<file path="config.mk">
export PLATFORM = sky130hd
export DESIGN_NAME = crank_cam_gen
export DESIGN_NICKNAME = d
export VERILOG_FILES = /design/src/rtl/crank_cam_gen.sv
export SDC_FILE = /design/constraint.sdc
export NUM_CORES = 1
export LEC_CHECK = 0
export CAP_MARGIN = 25
export CORE_ASPECT_RATIO = 0.9
export CORE_MARGIN = 4
export CORE_UTILIZATION = 55
export CTS_CLUSTER_DIAMETER = 200
export DETAILED_ROUTE_END_ITERATION = 10
export GPL_ROUTABILITY_DRIVEN = 0
export PLACE_DENSITY = 0.82
export SYNTH_ARGS = -nofsm -noshare
export SYNTH_HDL_FRONTEND = slang
export SYNTH_SLANG_ARGS = --single-unit
</file>
<file path="constraint.sdc">
create_clock -name clk -period 19.1 [get_ports clk]
set_input_delay 3.82 -clock clk [delete_from_list [all_inputs] [get_ports clk]]
set_output_delay 3.82 -clock clk [all_outputs]
set_load 0.05 [all_outputs]
</file>
<file path="src/rtl/crank_cam_gen.sv">
// crank_cam_gen: synthetic crank (missing-tooth wheel) and cam sensor generator.
// Each physical tooth occupies a slot of P clocks. The last physical tooth
// absorbs the missing slots and lasts (MISSING+1)*P clocks.
// vr is low for the first half of each slot and high for the second half.
// The optional per-tooth period ramp is enabled by defining CRANK_CAM_GEN_ACCEL_EN.
// When that macro is undefined, step and period_min have no effect.
module crank_cam_gen #(
  parameter int TEETH      = 60,
  parameter int MISSING    = 2,
  parameter int PW         = 16,
  parameter int TW         = 8,
  parameter int PERIOD_RST = 64
) (
  input  logic          clk,
  input  logic          rst,
  input  logic          ena,
  input  logic [PW-1:0] period_in,
  input  logic          period_ld,
  input  logic [PW-1:0] step,
  input  logic [PW-1:0] period_min,
  input  logic [TW-1:0] cam_start,
  input  logic [TW-1:0] cam_stop,
  output logic          vr,
  output logic          cam,
  output logic          phase,
  output logic [TW-1:0] tooth,
  output logic          gap,
  output logic          rev
);

  // Slot counter carries two extra bits so that (MISSING+1)*P never overflows.
  localparam int            CW         = PW + 2;
  localparam logic [TW-1:0] LAST_TOOTH = TW'(TEETH - MISSING - 1);
  localparam logic [PW-1:0] P_FLOOR    = PW'(4);
  localparam logic [PW-1:0] P_RESET    = PW'(PERIOD_RST);

  // Lower bound on any period that becomes active.
  function automatic logic [PW-1:0] clamp4(input logic [PW-1:0] p);
    return (p < P_FLOOR) ? P_FLOOR : p;
  endfunction

  // Slot length for a tooth: the extended tooth spans MISSING+1 periods.
  function automatic logic [CW-1:0] slot_len(input logic [PW-1:0] p, input logic ext);
    if (ext) begin
      return CW'(p) * CW'(MISSING + 1);
    end else begin
      return CW'(p);
    end
  endfunction

  logic [TW-1:0] tooth_r;
  logic [CW-1:0] cnt_r;
  logic [PW-1:0] per_r;
  logic [PW-1:0] shadow_r;
  logic          pend_r;
  logic          vr_r;
  logic          cam_r;
  logic          phase_r;
  logic          gap_r;
  logic          rev_r;

  logic [CW-1:0] len_s;
  logic          bnd_s;
  logic          wrap_s;
  logic [CW-1:0] cnt_nxt_s;
  logic [TW-1:0] tooth_nxt_s;
  logic          phase_nxt_s;
  logic [PW-1:0] ramp_s;
  logic [PW-1:0] per_nxt_s;
  logic [PW-1:0] shadow_nxt_s;
  logic          pend_nxt_s;
  logic [CW-1:0] len_nxt_s;
  logic          vr_nxt_s;
  logic          cam_nxt_s;
  logic          gap_nxt_s;
  logic          rev_nxt_s;

`ifdef CRANK_CAM_GEN_ACCEL_EN
  logic [PW-1:0] dec_s;

  // Period for the next tooth when no load is pending: subtract step, stop at the floor.
  always_comb begin
    if (per_r > step) begin
      dec_s = per_r - step;
    end else begin
      dec_s = {PW{1'b0}};
    end
    if (dec_s < period_min) begin
      ramp_s = clamp4(period_min);
    end else begin
      ramp_s = clamp4(dec_s);
    end
  end
`else
  logic unused_s;

  // Without the ramp the period only changes on an explicit load.
  always_comb begin
    ramp_s   = per_r;
    unused_s = ^{step, period_min};
  end
`endif

  // Next-state computation for counters, period pipeline and outputs.
  always_comb begin
    len_s  = slot_len(per_r, tooth_r == LAST_TOOTH);
    bnd_s  = (cnt_r == (len_s - CW'(1)));
    wrap_s = bnd_s && (tooth_r == LAST_TOOTH);

    if (bnd_s) begin
      cnt_nxt_s   = {CW{1'b0}};
      tooth_nxt_s = wrap_s ? {TW{1'b0}} : (tooth_r + TW'(1));
    end else begin
      cnt_nxt_s   = cnt_r + CW'(1);
      tooth_nxt_s = tooth_r;
    end

    phase_nxt_s = wrap_s ? ~phase_r : phase_r;

    // A pending load wins over the ramp at the boundary where it is applied.
    if (bnd_s && pend_r) begin
      per_nxt_s = clamp4(shadow_r);
    end else if (bnd_s) begin
      per_nxt_s = ramp_s;
    end else begin
      per_nxt_s = per_r;
    end

    // A load on the boundary cycle stays pending and applies one tooth later.
    if (period_ld) begin
      shadow_nxt_s = period_in;
      pend_nxt_s   = 1'b1;
    end else if (bnd_s) begin
      shadow_nxt_s = shadow_r;
      pend_nxt_s   = 1'b0;
    end else begin
      shadow_nxt_s = shadow_r;
      pend_nxt_s   = pend_r;
    end

    len_nxt_s = slot_len(per_nxt_s, tooth_nxt_s == LAST_TOOTH);
    vr_nxt_s  = (cnt_nxt_s >= {1'b0, len_nxt_s[CW-1:1]});
    cam_nxt_s = phase_nxt_s && (cam_start <= tooth_nxt_s) && (tooth_nxt_s < cam_stop);
    gap_nxt_s = (tooth_nxt_s == LAST_TOOTH);
    rev_nxt_s = wrap_s;
  end

  // Tooth/slot counters and period pipeline; all state holds while ena is low.
  always_ff @(posedge clk or negedge rst) begin
    if (!rst) begin
      tooth_r  <= {TW{1'b0}};
      cnt_r    <= {CW{1'b0}};
      per_r    <= P_RESET;
      shadow_r <= P_RESET;
      pend_r   <= 1'b0;
      phase_r  <= 1'b0;
    end else if (ena) begin
      tooth_r  <= tooth_nxt_s;
      cnt_r    <= cnt_nxt_s;
      per_r    <= per_nxt_s;
      shadow_r <= shadow_nxt_s;
      pend_r   <= pend_nxt_s;
      phase_r  <= phase_nxt_s;
    end else begin
      tooth_r  <= tooth_r;
      cnt_r    <= cnt_r;
      per_r    <= per_r;
      shadow_r <= shadow_r;
      pend_r   <= pend_r;
      phase_r  <= phase_r;
    end
  end

  // Registered sensor outputs, updated in step with the counters.
  always_ff @(posedge clk or negedge rst) begin
    if (!rst) begin
      vr_r  <= 1'b0;
      cam_r <= 1'b0;
      gap_r <= 1'b0;
      rev_r <= 1'b0;
    end else if (ena) begin
      vr_r  <= vr_nxt_s;
      cam_r <= cam_nxt_s;
      gap_r <= gap_nxt_s;
      rev_r <= rev_nxt_s;
    end else begin
      vr_r  <= vr_r;
      cam_r <= cam_r;
      gap_r <= gap_r;
      rev_r <= rev_r;
    end
  end

  assign vr    = vr_r;
  assign cam   = cam_r;
  assign phase = phase_r;
  assign tooth = tooth_r;
  assign gap   = gap_r;
  assign rev   = rev_r;

endmodule

</file>
# Yosys cells after proc, flatten, opt, wreduce, memory -nomap -nowiden
# Cells that the tools add are included.
dict set report totals {
  ff_bits 64
  input_bits 68
  output_inout_bits 13
  wordCells 40
}
dict set report op_classes {
  addsub 3
  multipliers 2
  order_cmp 4
  n_eq_ne 3
  n_mux 10
  bitwise 1
  reduce_logical 7
}
# op n
set ops {}
lappend ops {{two-way mux 18 bit} 3}
lappend ops {{multiplier 16 x 2 -> 18 bit, second input constant} 2}
lappend ops {{two-way mux 16 bit} 2}
lappend ops {{adder 18 x 1 -> 18 bit, second input constant} 1}
lappend ops {{== test 18 bit} 1}
lappend ops {{greater-or-equal comparator 18 x 17 -> 1 bit} 1}
lappend ops {{subtractor 18 x 1 -> 18 bit, second input constant} 1}
lappend ops {{== test 8 x 6 -> 1 bit, second input constant} 2}
lappend ops {{less-than comparator 16 x 3 -> 1 bit, second input constant} 1}
lappend ops {{two-way mux 8 bit} 2}
lappend ops {{adder 8 x 1 -> 8 bit, second input constant} 1}
lappend ops {{less-or-equal comparator 8 bit} 1}
lappend ops {{less-than comparator 8 bit} 1}
lappend ops {{logical AND 1 bit} 4}
lappend ops {{AND reduction 2 bit} 2}
lappend ops {{two-way mux 1 bit} 3}
lappend ops {{nonzero test 2 bit} 1}
lappend ops {{NOT 1 bit} 1}

# Longest topological paths before layout
# Gate-level depths: netlist (run 1).
dict set report depth {
  word_depth 10
  mapped_depth 41
  depth_no_buf 37
}

# Worst setup path before layout (run 1)
# OpenSTA, ideal clock, no wires.
dict set report synth_path {
  path_type {flip-flop to flip-flop}
  from {reg tooth_r[0] (netlist: tooth[0])}
  to {reg vr_r (netlist: vr)}
  setup_ns 0.139
  t_arrival_ns 7.796
  required_time_ns 18.961
  slack_ns 11.164
  path_stages_with_launch 38
  n_path_buf 2
  period_less_slack_ns 7.936
  cell_sequence {dfrtp_1 -> ha_1 -> nor4b_4 -> nand2_2 -> a32o_1 -> a211oi_2 -> or4b_1 -> or2_4 -> nor3_1 -> mux2_2 -> nor4_4 -> nand4_2 -> or2_1 -> buf_2 -> buf_2 -> nand2_1 -> o21ai_1 -> ha_1 -> (+2 left out) -> a21oi_1 -> o21bai_1 -> a21oi_1 -> o21bai_1 -> a21oi_1 -> o21bai_1 -> a21oi_1 -> nor2b_1 -> nor3_1 -> o21bai_1 -> a21oi_1 -> xnor2_1 -> mux2i_1 -> ha_1 -> a2111oi_0 -> o21ai_0 -> o21ai_0 -> a31oi_1}
}
dict set report synth_between {
  elab_cells_between_ends 15
  classes_between {add/sub (2); mul (1); order compare (1); eq/ne (3); mux (6); reduce/logical (2)}
}
# item line
set synth_lines {}
lappend synth_lines {{start: declaration} 51} ;# logic [TW-1:0] tooth_r;
lappend synth_lines {{start signal: assignment} 151} ;# tooth_r <= {TW{1'b0}};
lappend synth_lines {{start signal: assignment} 158} ;# tooth_r <= tooth_nxt_s;
lappend synth_lines {{start signal: assignment} 165} ;# tooth_r <= tooth_r;
lappend synth_lines {{== test 8 x 6 -> 1 bit (*)} 106} ;# len_s = slot_len(per_r, tooth_r == LAST_TOOTH);
lappend synth_lines {{two-way mux 18 bit (*)} 44} ;# if (ext) begin
lappend synth_lines {{subtractor 18 x 1 -> 18 bit (*)} 107} ;# bnd_s = (cnt_r == (len_s - CW'(1)));
lappend synth_lines {{== test 18 bit (*)} 107}
lappend synth_lines {{logical AND 1 bit (*)} 121} ;# if (bnd_s && pend_r) begin
lappend synth_lines {{two-way mux 16 bit (*)} 121}
lappend synth_lines {{named net per_nxt_s[1]} 69} ;# logic [PW-1:0] per_nxt_s;
lappend synth_lines {{multiplier 16 x 2 -> 18 bit} 45} ;# return CW'(p) * CW'(MISSING + 1);
lappend synth_lines {{two-way mux 18 bit (*)} 44}
lappend synth_lines {{greater-or-equal comparator 18 x 17 -> 1 bit (*)} 142} ;# vr_nxt_s = (cnt_nxt_s >= {1'b0, len_nxt_s[CW-1:1]});
lappend synth_lines {{end signal: assignment} 182} ;# vr_r <= vr_nxt_s;
lappend synth_lines {{end signal: assignment} 187} ;# vr_r <= vr_r;
lappend synth_lines {{end: declaration} 56} ;# logic vr_r;
# Mark *: on every way through the listed nets, which the timed path passes. The rest lies on a longest branch.
# A chain may end at the register's enable or synchronous reset.

# Final worst setup path (run 1)
# Ends and elaborated chain as after synthesis.

==> reports/metrics.yaml, run 1 <==
run_status:
  status: "complete, no violations"
floorplanning:
  dieArea_sq_um: 14200
  io_pins: 81
  start_util_pct: 56.1
  die_h_um: 113
  rows: 38
  core-area_sq_um: 12100
  die_x_um: 125
critical_path:
  crit_family: "simple AND/OR/NAND/NOR gates"
  critPathLaunchType: "flop"
  crit_fanout: 33
  worst_ep_arrival_time_ns: 10.08
  critPathBufInv: 0
  critPathRequiredTime_ns: 19.27
  cp_slowest_cell: "or2_1"
  path_common_cell: "a21oi_1"
  worstSetupPathType: "flop to flop"
  worst_path_largest_cell_delay_ns: 0.70
  critPathCaptureType: "flop"
pwr:
  power_density_nw_per_um2: 90.4
  p_sw_share_pct: 39.3
  power_uw: 690
  switchingPower_uw: 271
  p_seq_share_pct: 27.3
  p_leak_nw: 3.32
  power_frac_comb_pct: 46.2
  p_int_uw: 419
  ir_drop_uv: 86.2
  p_clk_share_pct: 26.4
route:
  drc: 0
  wl_mm: 16.7
  ant_nets: 0
  wire_per_inst_um: 16.9
  vias_per_cell: 6.15
  drt_iter0_markers: 509
  first_pass_iters: 5
  vias: 6079
logic_synthesis:
  ys_warn_count: 0
  synth-edff-count: 0
  ys.flop_type: "dfrtp_1"
  synthCells: 798
  synth-async-reset-ratio_pct: 100
  syn_area_sq_um: 6780
  ys_top_cells_by_area: "dfrtp_1 (23%), ha_1 (13%), mux2_2 (8.3%), nor2_1 (5.1%), xnor2_1 (4.5%)"
  syn_nets: 936
  ys_types: 79
  yosysTopAreaCell: "dfrtp_1"
  netlist.area_leader.share_pct: 22.9
  avgSynthCellArea_sq_um: 8.50
  ys_seq_area_share_pct: 23.7
  ys_ff_latch: 64
global_route:
  track_usage_pct: 23.6
  grt_pass1_wl_mm: 28.0
  grt_overflow: 0
  first_global_vias: 5824
  grt_max_degree: 65
  grt_antenna_before_repair: 0
sta:
  holdWs_ns: 0.486
  rsz0062_at_grt: "false"
  hold_violations: 0
  setup_ws_ns: 9.19
  fmax_mhz: 101
  relSlewSlack_pct: 42.1
  period_share_pct: 51.9
  skew_ns: 0.00656
  final_max_slew_viol_count: 0
  min_period_ns: 9.91
  setup_viol: 0
  setup_tns_ns: 0
  worst_pin_slew_ns: 0.863
finish:
  fin_area_sq_um: 7630
  drive_gt1_share_pct: 11.0
  n_fill_cell: 1026
  n_antenna_cell: 0
  syn_to_final_growth_pct: 12.6
  final_nets: 962
cts:
  clkLatencyLatePin_ns: 0.33
  cts_buffer_depth: 2
  clockRootBuffer: "clkbuf_16"
  ctsResizeCount: 0
  htree_levels: 3
  cts_sinks: 64
  cts_made_buffers: 9
  cts_tree: "built"
  holdBufCountCts: 0
  clkTransAtPathRegs_ns: 0.05
  post_cts_buffers: 0
placement:
  post_dp_cell_area_sq_um: 7300
  port-buffer-count: 48
  place_hpwl_mm: 12.4
  pre_cts_ws_ns: 9.40
run:
  cap_violations: 0
min_path:
  hold_path_class: "flop to flop"
## state kept, by name, indices dropped and copies added, names as in the netlist
name / cells
tooth: 8
shadow_r: 16
rev: 1
gap: 1
pend_r: 1
phase: 1
vr: 1
cam: 1
cnt_r: 18
per_r: 16
## cell families (layout without fill, tap and decap cells)
logic type / count (synthesis) / in the layout / share of synthesized area (%)
AND/OR/NAND/NOR: 268 / 268 / 21.0
multiplexers: 73 / 73 / 11.7
adder cells (fa/ha/maj): 70 / 70 / 13.1
XOR/XNOR: 54 / 54 / 6.98
buffers and inverters: 81 / 112 / 5.24
flip-flops: 64 / 64 / 23.7
AO/OA/AOI/OAI: 188 / 188 / 18.3
## synth_stat cells (all sizes together), types with 18 or more instances
cell / count
dfrtp: 62
ha: 68
nor2: 95
inv: 44
o21ai: 34
nand3: 25
mux2: 51
a21o: 18
xor2: 19
a21oi: 53
xnor2: 35
clkbuf: 20
nand2: 43
mux2i: 22
## metal layers
layer / wire length, um / track usage [%] / vias up
met2: 7520 / 37.4 / 194
li1: - / - / 2958
met3: 960 / 3.02 / 25
met4: 332 / 7.73 / 0
met1: 7870 / 33.7 / 2902
met5: 0 / 0 / -
## worst paths after layout
path | start | end | slack (ns) | depth (start not counted)
worst min register to register | pend_r | pend_r | 0.49 | 2
max in group asynchronous | rst | cnt_r[8] | 14.87 | 2
min in group asynchronous | rst | rev | 3.66 | 2
worst min-delay path | pend_r | pend_r | 0.49 | 2
worst max-delay path | tooth[0] | vr | 9.19 | 35
worst max register to register | tooth[0] | vr | 9.19 | 35
## per-stage QoR
step | std cells | utilization, %
detailed placement | 973 | 60.4
global route | 989 | 63.2
CTS | 989 | 63.2
floorplan | 798 | -
global placement | 973 | 60.4
finish | 989 | 63.2
## cell usage in the layout, fill, tap and decap left out, types with 12 or more instances in the layout
master           Yosys  final
nor2_1              93     93
ha_1                68     68
inv_1               44     44
a21oi_1             53     53
xnor2_1             35     35
mux2i_1             22     22
mux2_2              50     50
clkdlybuf4s50_1      0     46
nand3_1             25     25
nor3_1              12     12
and3_1              16     16
a21o_1              18     18
xor2_1              19     19
o21ai_0             26     26
nand2_1             41     41
dfrtp_1             62     62
## power by group through the flow
stage	Clock, mW	Sequential [mW]	Combinational, mW
after floorplan	0	0.187	0.240
after global placement	0	0.188	0.301
after detailed placement	0	0.189	0.312
after CTS	0.184	0.187	0.315
after global routing	0.191	0.192	0.357
final	0.182	0.189	0.319
## final cells by class
cell class,count,area [sq um],share of cell area [%]
Clock inverter,2,60.1,0.787
Clock buffer,14,274,3.59
Multi-Input combinational cell,653,4830,63.3
Tap cell,160,200,2.62
Sequential cell,64,1600,21.0
Timing Repair Buffer,52,500,6.56
Inverter,44,165,2.16
## worst min-delay path, delay by kind of cell (launching register included)
| kind | cells | cell delay [ns] |
|---|---|---|
| simple gates | 2 | 0.11 |
| flops | 1 | 0.34 |
Note: power is estimated with default switching activity, not from simulation.
==> inputs of run 2 (changes only) <==
--- a/config.mk
+++ b/config.mk
@@ -8,11 +8,11 @@
 export CAP_MARGIN = 25
 export CORE_ASPECT_RATIO = 0.9
 export CORE_MARGIN = 4
-export CORE_UTILIZATION = 55
+export CORE_UTILIZATION = 52
 export CTS_CLUSTER_DIAMETER = 200
 export DETAILED_ROUTE_END_ITERATION = 10
 export GPL_ROUTABILITY_DRIVEN = 0
-export PLACE_DENSITY = 0.82
+export PLACE_DENSITY = 0.81
 export SYNTH_ARGS = -nofsm -noshare
 export SYNTH_HDL_FRONTEND = slang
 export SYNTH_SLANG_ARGS = --single-unit
==> constraint.sdc (replaced) <==
create_clock -name clk -period 9.1 [get_ports clk]
set_input_delay 1.82 -clock clk [delete_from_list [all_inputs] [get_ports clk]]
set_output_delay 1.82 -clock clk [all_outputs]
set_load 0.05 [all_outputs]
==> run 2 against run 1 <==
Net effect:
- hold slack gained 0.017 ns
- global-route usage shrank 1.2 points
- wire length shrank 2.2%
- non-clock buffer count grew 5
- sequential cell count is the same
- final cell count grew 1.0%
- die area grew 5.4%
==> reports/metrics.yaml, run 2 (synthesis results as in run 1) <==
cts:
  clockRootBuffer: "clkbuf_16"
  cts_sinks: 64  # unchanged
  htree_levels: 3  # unchanged
  cts_tree: "built"
  cts_buffer_depth: 2  # unchanged
  holdBufCountCts: 0  # unchanged
  clkLatencyLatePin_ns: 0.33  # about the same
  cts_made_buffers: 9  # unchanged
  clkTransAtPathRegs_ns: 0.05  # about the same
pwr:
  p_leak_nw: 3.31  # -0.17%
  power_density_nw_per_um2: 181  # +100%
  power_mw: 1.39  # +100%
  ir_drop_uv: 131  # +52%
placement:
  placedCellCount: 982  # +0.92%
  port-buffer-count: 48  # unchanged
  place_hpwl_mm: 12.5  # +0.25%
  post_dp_cell_area_sq_um: 7340  # +0.58%
sta:
  final_max_slew_viol_count: 0  # unchanged
  hold_violations: 0  # unchanged
  setup_tns_ns: 0  # unchanged
  period_share_pct: 93.4  # +41 points
  setup_viol: 0  # unchanged
  skew_ns: 0.00470  # -0.00186 ns
  min_period_ns: 8.50  # -1.41 ns
  relSlewSlack_pct: 46.7  # +4.6 points
  worst_pin_slew_ns: 0.799  # -0.0643 ns
  fmax_mhz: 118  # +17%
critical_path:
  timing.rr.end: "vr"
  crit_fanout: 14  # -58%
  startpoint: "per_r[1]"
  critPathRequiredTime_ns: 9.28  # -9.99 ns
  cp_slowest_cell: "or4b_1"
  worstSetupPathType: "flop to flop"
  r2r_cells: 36  # +2.9%
  critPathLaunchType: "flop"
  worst_path_largest_cell_delay_ns: 0.51  # -0.19 ns
  critPathCapture: "vr"
  critPathCaptureType: "flop"
  worst_ep_arrival_time_ns: 8.68  # -1.40 ns
  rr_startpoint: "per_r[1]"
  reg2reg_slack_ns: 0.60  # -8.59 ns
finish:
  final_nets: 968  # +0.62%
  layout.cells.most_common_list: "nor2_1 (93), ha_1 (68), dfrtp_1 (60)"
  final_common_cell: "nor2_1"
  n_fill_cell: 1048  # +2.1%
  regMostFlops: "cnt_r"
  fin_cells: 999  # +1.0%
  largest_reg_flops: 18  # unchanged
  drive_gt1_share_pct: 12.9  # +2.0 points
  reg_top3: "cnt_r (18), per_r (16), shadow_r (16)"
  fin_area_sq_um: 7670  # +0.52%
  n_antenna_cell: 0  # unchanged
  syn_to_final_growth_pct: 13.2
  utilization_pct: 60.3  # -3.0 points
route:
  drc: 0  # unchanged
  drt_iter0_markers: 523  # +2.8%
  first_pass_iters: 6  # +1
  vias: 6017  # -1.0%
  wire_per_inst_um: 16.3  # -3.2%
  vias_per_cell: 6.02  # -2.0%
  ant_nets: 0  # unchanged
  wl_mm: 16.3  # -2.2%
floorplanning:
  io_pins: 81  # unchanged
  start_util_pct: 53.2  # -2.9 points
  dieArea_sq_um: 14900  # +5.4%
  die_x_um: 128  # +2.7%
  rows: 39  # +2.6%
  die_h_um: 116  # +2.6%
  core-area_sq_um: 12700  # +5.5%
run:
  cap_violations: 0  # unchanged
run_status:
  status: "complete, no violations"
global_route:
  grt_max_degree: 65  # unchanged
  grt_antenna_before_repair: 0  # unchanged
  grt_pass1_wl_mm: 27.5  # -2.0%
  track_usage_pct: 22.5  # -1.2 points
  grt_overflow: 0  # unchanged
  first_global_vias: 5732  # -1.6%
min_path:
  hold_path_class: "flop to flop"
-- run 2: changes by cell type in the layout (fill, tap and decap cells not counted), sizes merged --
| cell | before | now |
|---|---|---|
| clkbuf | 14 | 10 |
| bufinv | 2 | 0 |
| buf | 6 | 11 |
| clkinvlp | 0 | 2 |
| clkinv | 0 | 4 |
| nor2 | 95 | 96 |
-- run 2: layout make-up --
| type | count | area (sq um) | area share, % |
|---|---|---|---|
| Multi-Input combinational cell | 654 | 4880 | 63.7 |
| Sequential cell | 64 | 1610 | 20.9 |
| Timing Repair Buffer | 57 | 538 | 7.01 |
| Clock buffer | 10 | 239 | 3.11 |
| Tap cell | 164 | 205 | 2.67 |
| Inverter | 44 | 165 | 2.15 |
| Clock inverter | 6 | 35.0 | 0.457 |
-- run 2: report_power, final --
| group | internal (mW) | switching [mW] |
|---|---|---|
| Clock | 0.189 | 0.126 |
| Combinational | 0.293 | 0.384 |
| Sequential | 0.327 | 0.0672 |
-- run 2: worst min-delay path by stage --
stage,from,endpoint,slack [ns],cells past startpoint
final,rev,rev,0.50,1
after global routing,rev,rev,0.52,1
after CTS,rev,rev,0.51,1
after detailed placement,rev,rev,0.49,1
after global placement,pend_r,pend_r,0.46,2
after floorplan,pend_r,pend_r,0.45,2
-- run 2: layer usage --
layer,wire length [um],global-route usage [%],vias up
li1,-,-,2970
met1,7750,32.1,2844
met2,7350,35.9,179
met3,935,2.88,24
met4,277,6.44,0
met5,0,0,-
-- run 2: timing repair --
action                     4_1_cts  5_1_grt
setup buffers                    0        0
resized for setup                0       12
setup endpoints to repair        0        1
-- run 2: metrics by stage --
step	setup WS (ns)	hold slack, ns
CTS	0.0620	0.508
finish	0.601	0.502
detailed placement	0.199	0.488
floorplan	1.16	0.447
global route	-0.0232	0.523
global placement	0.504	0.461
-- run 2: worst max-delay path: cells and delay by family, from the launching register on --
family	cells	cell delay (ns)
XOR/XNOR	1	0.15
flip-flops	1	0.44
buffers and inverters	2	0.29
multiplexers	3	0.82
AND/OR/NAND/NOR	10	2.36
AO/OA/AOI/OAI	16	2.90
adder cells (fa/ha/maj)	4	1.35
==> inputs of run 3 (changes only) <==
--- a/config.mk
+++ b/config.mk
@@ -12,6 +12,7 @@
 export CTS_CLUSTER_DIAMETER = 200
 export DETAILED_ROUTE_END_ITERATION = 10
 export GPL_ROUTABILITY_DRIVEN = 0
+export GPL_TIMING_DRIVEN = 0
 export PLACE_DENSITY = 0.81
 export SYNTH_ARGS = -nofsm -noshare
 export SYNTH_HDL_FRONTEND = slang
==> run 3 against run 2 <==
Net effect:
- via count grew 5.7%
- cell area grew 2.6%
- critical path depth grew 3
- hold slack lost 0.013 ns
- first-iteration DRC count grew 18%
- largest power group unchanged
- highest routed layer unchanged
==> reports/metrics.yaml, run 3 (synthesis results as in run 1) <==
finish:
  final_common_cell: "nor2_1"
  drive_gt1_share_pct: 14.5  # +1.6 points
  fin_cells: 1027  # +2.8%
  n_antenna_cell: 0  # unchanged
  syn_to_final_growth_pct: 16.1
  fin_area_sq_um: 7870  # +2.6%
  utilization_pct: 61.8  # +1.6 points
  layout.cells.most_common_list: "nor2_1 (93), ha_1 (67), dfrtp_1 (60)"
  multi_input_area_sq_um: 4910  # +0.49%
  n_fill_cell: 1059  # +1.0%
  largest_reg_flops: 18  # unchanged
  final_nets: 996  # +2.9%
  reg_top3: "cnt_r (18), per_r (16), shadow_r (16)"
  seq_area_sq_um: 1610  # unchanged
  regMostFlops: "cnt_r"
critical_path:
  critPathLaunchType: "flop"
  crit_fanout: 10  # -4
  critPathCaptureType: "flop"
  critPathBufInv: 3  # +1
  worst_path_largest_cell_delay_ns: 0.53  # +0.02 ns
  worst_ep_arrival_time_ns: 8.99  # +0.31 ns
  path_common_cell: "a21oi_2"
  critPathRequiredTime_ns: 9.29  # about the same
  cp_slowest_cell: "or4b_1"
  crit_family: "compound AO/OA/AOI/OAI gates"
  worstSetupPathType: "flop to flop"
route:
  wire_per_inst_um: 17.8  # +9.3%
  vias: 6358  # +5.7%
  drt_iter0_markers: 616  # +18%
  wl_mm: 18.3  # +12%
  first_pass_iters: 6  # unchanged
  vias_per_cell: 6.19  # +2.8%
  ant_nets: 0  # unchanged
  drc: 0  # unchanged
pwr:
  power_density_nw_per_um2: 185  # +2.4%
  p_leak_nw: 3.38  # +2.0%
  power_mw: 1.46  # +5.1%
  ir_drop_uv: 121  # -7.7%
sta:
  fmax_mhz: 114  # -3.5%
  hold_violations: 0  # unchanged
  relSlewSlack_pct: 45.1  # -1.7 points
  setup_tns_ns: 0  # unchanged
  holdWs_ns: 0.489  # -0.0128 ns
  setup_viol: 0  # unchanged
  min_period_ns: 8.81  # +0.307 ns
  period_share_pct: 96.8  # +3.4 points
  final_max_slew_viol_count: 0  # unchanged
  worst_pin_slew_ns: 0.824  # +0.0250 ns
  skew_ns: 0.00815  # +0.00345 ns
  setup_ws_ns: 0.294  # -0.307 ns
global_route:
  track_usage_pct: 24.2  # +1.7 points
  first_global_vias: 6019  # +5.0%
  grt_pass1_wl_mm: 29.3  # +6.8%
  grt_antenna_before_repair: 0  # unchanged
  grt_max_degree: 65  # unchanged
  grt_overflow: 0  # unchanged
floorplanning:
  start_util_pct: 53.2  # unchanged
  die_h_um: 116  # unchanged
  io_pins: 81  # unchanged
  dieArea_sq_um: 14900  # unchanged
  die_x_um: 128  # unchanged
  rows: 39  # unchanged
  core-area_sq_um: 12700  # unchanged
placement:
  post_dp_cell_area_sq_um: 7450  # +1.5%
  pre_cts_ws_ns: -0.110  # -0.309 ns
  place_hpwl_mm: 13.9  # +11%
  port-buffer-count: 47  # -2.1%
  placedCellCount: 1009  # +2.7%
run_status:
  status: "complete, no violations"
cts:
  cts_buffer_depth: 2  # unchanged
  holdBufCountCts: 0  # unchanged
  clkLatencyLatePin_ns: 0.33  # about the same
  htree_levels: 3  # unchanged
  cts_tree: "built"
  cts_sinks: 64  # unchanged
  cts_made_buffers: 9  # unchanged
  clockRootBuffer: "clkbuf_16"
  clkTransAtPathRegs_ns: 0.06  # about the same
run:
  cap_violations: 0  # unchanged
min_path:
  hold_path_class: "flop to flop"
## run 3: changes by cell type in the layout (fill, tap and decap cells not counted), sizes merged
cell / delta
buf: +10
bufinv: +1
nor2: -1
clkbuf: +20
clkinv: -2
## run 3: routing by layer
| layer | routed length (um) | global-route usage, % |
|---|---|---|
| met2 | 8540 | 40.0 |
| met4 | 420 | 7.99 |
| met3 | 1240 | 2.79 |
| met1 | 8120 | 33.2 |
| met5 | 0 | 0 |
## run 3: power breakdown
group | leakage [nW] | switching, mW | internal (mW)
clock network | 0.148 | 0.127 | 0.226
registers | 0.755 | 0.0634 | 0.327
logic | 2.48 | 0.414 | 0.300
total | 3.38 | 0.604 | 0.853
## run 3: worst paths after layout
check,start,to,slack (ns),depth (start not counted)
worst max-delay path,per_r[1],vr,0.29,39
min in group asynchronous,rst,phase,1.58,1
worst min register to register,rev,rev,0.49,1
worst min-delay path,rev,rev,0.49,1
max in group asynchronous,rst,per_r[1],6.94,1
worst max register to register,per_r[1],vr,0.29,39
## run 3: final cells by class
type / instances / area share (%)
Multi-Input combinational cell: 653 / 62.4
Sequential cell: 64 / 20.4
Timing Repair Buffer: 50 / 6.23
Clock buffer: 11 / 3.21
Tap cell: 164 / 2.61
Buffer: 36 / 2.38
Inverter: 44 / 2.10
Clock inverter: 5 / 0.699
## run 3: what timing repair did
action | 4_1_cts | 5_1_grt
gates cloned | 0 | 0
endpoints found under the setup margin | 1 | 1
buffers inserted | 0 | 3
resized for setup | 7 | 18
pin swaps | 0 | 3
